===== src/rtl/systolic_feeder.sv =====
// Systolic array front-end: holds one A and one B minifloat matrix and streams
// A rows west / B columns north with diagonal skew, then drains and pulses done.
module systolic_feeder #(
    parameter int N = 3,
    parameter int W = 8
) (
    input  logic                 clk,
    input  logic                 rst,
    input  logic                 wr_en,
    input  logic                 wr_sel,
    input  logic [$clog2(N)-1:0] wr_row,
    input  logic [$clog2(N)-1:0] wr_col,
    input  logic [W-1:0]         wr_data,
    input  logic                 start,
    output logic [N*W-1:0]       a_out,
    output logic [N*W-1:0]       b_out,
    output logic                 feed_valid,
    output logic                 busy,
    output logic                 done
);

    localparam int IW        = $clog2(N);
    localparam int TW        = $clog2(4 * N);
    localparam int FEED_LAST = 3 * N - 3;
    localparam int DRAIN_LAST = N - 1;

    typedef enum logic [1:0] {
        S_IDLE,
        S_FEED,
        S_DRAIN,
        S_DONE
    } state_t;

    state_t                  state_q;
    logic [TW-1:0]           t_q;
    logic [W-1:0]            a_mem_q [N][N];
    logic [W-1:0]            b_mem_q [N][N];
    logic [N-1:0][W-1:0]     a_d, b_d, a_q, b_q;
    logic                    fv_q, busy_q, done_q;
    logic                    wr_ok;

    assign wr_ok = wr_en && (state_q == S_IDLE)
                   && (int'(wr_row) < N) && (int'(wr_col) < N);

    // Lane i carries the element whose wavefront reaches edge cell i at step t.
    always_comb begin
        int unsigned tv;
        int unsigned k;
        a_d = '0;
        b_d = '0;
        tv  = 32'(t_q);
        k   = 0;
        for (int unsigned i = 0; i < N; i++) begin
            if (tv >= i && (tv - i) < N) begin
                k = tv - i;
                a_d[IW'(i)] = a_mem_q[IW'(i)][IW'(k)];
                b_d[IW'(i)] = b_mem_q[IW'(k)][IW'(i)];
            end
        end
    end

    always_ff @(posedge clk) begin
        if (rst) begin
            state_q <= S_IDLE;
            t_q     <= '0;
            a_q     <= '0;
            b_q     <= '0;
            fv_q    <= 1'b0;
            busy_q  <= 1'b0;
            done_q  <= 1'b0;
            for (int unsigned r = 0; r < N; r++) begin
                for (int unsigned c = 0; c < N; c++) begin
                    a_mem_q[IW'(r)][IW'(c)] <= '0;
                    b_mem_q[IW'(r)][IW'(c)] <= '0;
                end
            end
        end else begin
            if (wr_ok) begin
                if (wr_sel)
                    b_mem_q[wr_row][wr_col] <= wr_data;
                else
                    a_mem_q[wr_row][wr_col] <= wr_data;
            end

            a_q    <= '0;
            b_q    <= '0;
            fv_q   <= 1'b0;
            busy_q <= 1'b0;
            done_q <= 1'b0;

            unique case (state_q)
                // Outputs lag state by one edge, so done_q marks the visible DONE cycle.
                S_IDLE: begin
                    if (start && !done_q) begin
                        state_q <= S_FEED;
                        t_q     <= '0;
                    end
                end
                S_FEED: begin
                    a_q    <= a_d;
                    b_q    <= b_d;
                    fv_q   <= 1'b1;
                    busy_q <= 1'b1;
                    if (t_q == TW'(FEED_LAST)) begin
                        state_q <= S_DRAIN;
                        t_q     <= '0;
                    end else begin
                        t_q <= t_q + 1'b1;
                    end
                end
                S_DRAIN: begin
                    busy_q <= 1'b1;
                    if (t_q == TW'(DRAIN_LAST)) begin
                        state_q <= S_DONE;
                        t_q     <= '0;
                    end else begin
                        t_q <= t_q + 1'b1;
                    end
                end
                S_DONE: begin
                    done_q  <= 1'b1;
                    state_q <= S_IDLE;
                end
                default: state_q <= S_IDLE;
            endcase
        end
    end

    assign a_out      = a_q;
    assign b_out      = b_q;
    assign feed_valid = fv_q;
    assign busy       = busy_q;
    assign done       = done_q;

endmodule


===== config.mk =====
export PLATFORM = sky130hd
export DESIGN_NAME = systolic_feeder
export DESIGN_NICKNAME = d
export VERILOG_FILES = /design/src/rtl/systolic_feeder.sv
export SDC_FILE = /design/constraint.sdc
export NUM_CORES = 1
export LEC_CHECK = 0
export ABC_AREA = 1
export CAP_MARGIN = 5
export CORE_MARGIN = 4
export CORE_UTILIZATION = 60
export DETAILED_ROUTE_END_ITERATION = 12
export PLACE_DENSITY = 0.93
export SYNTH_ARGS = -nofsm -noshare
export SYNTH_HDL_FRONTEND = slang
export SYNTH_SLANG_ARGS = --single-unit
export TNS_END_PERCENT = 30

===== constraint.sdc =====
create_clock -name clk -period 5.1 [get_ports clk]
set_clock_uncertainty 0.05 [all_clocks]
set_input_delay 1.275 -clock clk [delete_from_list [all_inputs] [get_ports clk]]
set_output_delay 1.275 -clock clk [all_outputs]
set_load 0.01 [all_outputs]

==> flow_metrics.env <==
export IMPL_detail_route_wl_per_cell_um=19.2
export IMPL_io_buffers=67
export IMPL_ys_async_sr_fraction_pct=0
export IMPL_synth_compound_area_share_pct=6.93
export IMPL_pwr_share_comb_pct=23.7
export IMPL_synth_top_area_share_pct=55.4
export IMPL_cp_end_kind="register"
export IMPL_dieArea_mm2=0.0172
export IMPL_synth_area_mm2=0.00910
export IMPL_post_cts_buffers=0
export IMPL_power_switching_mw=1.55
export IMPL_start_util_pct=61.9
export IMPL_synth_top_family_by_area="simple AND/OR/NAND/NOR gates"
export IMPL_routed_via_density=5.87
export IMPL_drtIter0Drc=1030
export IMPL_drive_gt1_share_pct=8.37
export IMPL_die_y_um=131
export IMPL_slew_viol_final=0
export IMPL_fin_ws_ns=1.79
export IMPL_yosysSeqAreaShare_pct=68.0
export IMPL_pwr_share_seq_pct=42.7
export IMPL_fin_crit_ns=3.31
export IMPL_die_w_um=131
export IMPL_relSlewSlack_pct=33.1
export IMPL_rows=44
export IMPL_powerDensity_mw_per_mm2=462
export IMPL_root_buffer="clkbuf_16"
export IMPL_ys_warn_count=0
export IMPL_cts_sinks=225
export IMPL_crit_fanout=18
export IMPL_synth_simple_area_share_pct=18.8
export IMPL_yosysMostFrequentCell="nor2_1"
export IMPL_synth_fa_ha_area_share_pct=2.06
export IMPL_swShare_pct=31.4
export IMPL_rsz0062_at_grt="false"
export IMPL_syn2layout_area_growth_pct=17.2
export IMPL_synth_cells=836
export IMPL_drt_pass1_iter_count=5
export IMPL_fmax_mhz=302
export IMPL_path_class="input pin to register"
export IMPL_cts_resized=0
export IMPL_path_clk_slew_ns=0.07
export IMPL_synthMuxAreaShare_pct=0
export IMPL_drc_errors=0
export IMPL_synth_edf_count=168
export IMPL_p_clk_share_pct=33.6
export IMPL_grt_pass1_vias=6459
export IMPL_worst_hold_path_type="register to register"
export IMPL_status="finished clean"
export IMPL_synth_seq_cells=225
export IMPL_track_usage_pct=24.5
export IMPL_final_hold_violation_count=0
export IMPL_synth_main_ff_cell="edfxtp_1"
export IMPL_crit_required_ns=5.18
export IMPL_antennaDiodeCount=0
export IMPL_synth_common_cells="nor2_1, edfxtp_1, nand2_1, o21ai_0, dfxtp_1"
export IMPL_synth_area_leader_cell="edfxtp_1"
export IMPL_ctsHoldBuffers=0
export IMPL_grt_pass1_wl_mm=33.7
export IMPL_cts_tree="yes"
export IMPL_clk_latency_ns=0.51
export IMPL_utilization_pct=72.6
export IMPL_core_mm2=0.0147
export IMPL_grt_max_degree=80
export IMPL_p_int_mw=3.37
export IMPL_syn_area_per_cell_um2=10.9
export IMPL_cts_buffers=22
export IMPL_peakVddDrop_mv=0.337
export IMPL_htree_levels=1
export IMPL_synth_area_top_cells="edfxtp_1, dfxtp_1, nor2_1"
export IMPL_drv_cap=0
export IMPL_power_leakage_nw=4.15
export IMPL_dp_final_hpwl_mm=12.5
export IMPL_gp_congestion=0.850
export IMPL_synth_xor_area_share_pct=0.193
export IMPL_antenna_found_initial=0
export IMPL_arrival_ns=3.40
export IMPL_nFillCells=875
export IMPL_worst_slew_pin_slew_ns=0.994
export IMPL_drt_wl_total_mm=21.5
export IMPL_pre_cts_ws_ns=1.31
export IMPL_vias=6555
export IMPL_setup_tns_ns=0
export IMPL_io_pins=68
export IMPL_overflow=0
export IMPL_num_nets_final=948
export IMPL_fin_crit_sh_pct=65.0
export IMPL_max_clock_path_buffers=3
export IMPL_antenna_left=0
export IMPL_setup_violations_final=0
export IMPL_crit_path_start_kind="input pin"
export IMPL_synth_cell_types=29
## power by group through the flow
| stage | logic (mW) | registers (mW) | clock network, mW |
|---|---|---|---|
| after CTS | 1.15 | 2.10 | 1.65 |
| after global placement | 1.07 | 2.14 | 0 |
| after global routing | 1.28 | 2.11 | 1.73 |
| after detailed placement | 1.12 | 2.14 | 0 |
| final | 1.17 | 2.10 | 1.65 |
| after floorplan | 0.804 | 2.15 | 0 |
## worst paths after layout
path | from | to | slack [ns] | cells past startpoint
hold / removal | a_mem_q[1][1]$_SDFFCE_PN0P_ | a_out[9]$_SDFF_PP0_ | 0.45 | 2
setup / recovery | wr_row[0] | a_mem_q[2][21]$_SDFFCE_PN0P_ | 1.79 | 4
setup reg to reg | t_q[1]$_SDFFE_PP0P_ | a_out[8]$_SDFF_PP0_ | 2.70 | 5
hold reg to reg | a_mem_q[1][1]$_SDFFCE_PN0P_ | a_out[9]$_SDFF_PP0_ | 0.45 | 2
## area by class of cell
cell class | instances | area, µm² | share of cell area [%]
timing repair buffer | 74 | 723 | 6.78
multi-input combinational | 554 | 2640 | 24.7
sequential | 225 | 6190 | 58.0
inverter | 39 | 149 | 1.40
tap | 184 | 230 | 2.16
clock buffer | 32 | 661 | 6.19
clock inverter | 8 | 78.8 | 0.739
## sequential cells by signal, indices dropped and copies added (netlist names)
signal      cells
t_q             4
done            1
state_q         2
b_out          24
a_mem_q        72
busy            1
b_mem_q        96
a_out          24
feed_valid      1
## cells in the final DEF, fill, tap and decap left out, drive strengths merged, types with 2 or more instances in the layout
cell type | netlist | layout
buf | 27 | 7
clkdlybuf4s50 | 0 | 67
dfxtp | 57 | 57
o21ai | 64 | 64
clkinvlp | 0 | 2
nand4 | 5 | 5
nor2 | 240 | 240
edfxtp | 168 | 168
nand2 | 105 | 105
xor2 | 2 | 2
clkbuf | 14 | 32
clkinv | 0 | 4
nor3 | 26 | 26
conb | 1 | 24
a21oi | 48 | 48
ha | 15 | 15
a2bb2oi | 8 | 8
nand3 | 16 | 16
inv | 39 | 40
## worst max-delay path, cell delays in order
cell and delay (ns):
clkdlybuf4s50_1 0.68, nor2_1 0.31, nand2_2 0.26, o21ai_0 0.87
## routing by layer
layer	vias to the layer above	global-route usage (%)	wire, µm
li1	2957	-	-
met1	3021	30.2	7640
met2	490	41.2	10400
met3	87	4.97	2450
met4	0	12.7	1010
met5	-	0	0
## stage by stage
stage / hold slack, ns / instance area [µm²] / std cells / power, mW
detailed placement: 0.432 / 9930 / 1076 / 3.26
global route: 0.488 / 10700 / 1116 / 5.12
global placement: 0.412 / 9930 / 1076 / 3.21
floorplan: 0.398 / 9190 / 859 / 2.95
finish: 0.449 / 10700 / 1116 / 4.92
CTS: 0.449 / 10700 / 1116 / 4.90
## cells by family after synthesis
| group | Yosys count |
|---|---|
| fa+ha+maj | 15 |
| flops | 225 |
| buf+inv | 80 |
| simple gates | 393 |
| xor+xnor | 2 |
| other cells | 1 |
| compound gates | 120 |
(Power assumes the default switching activity.)
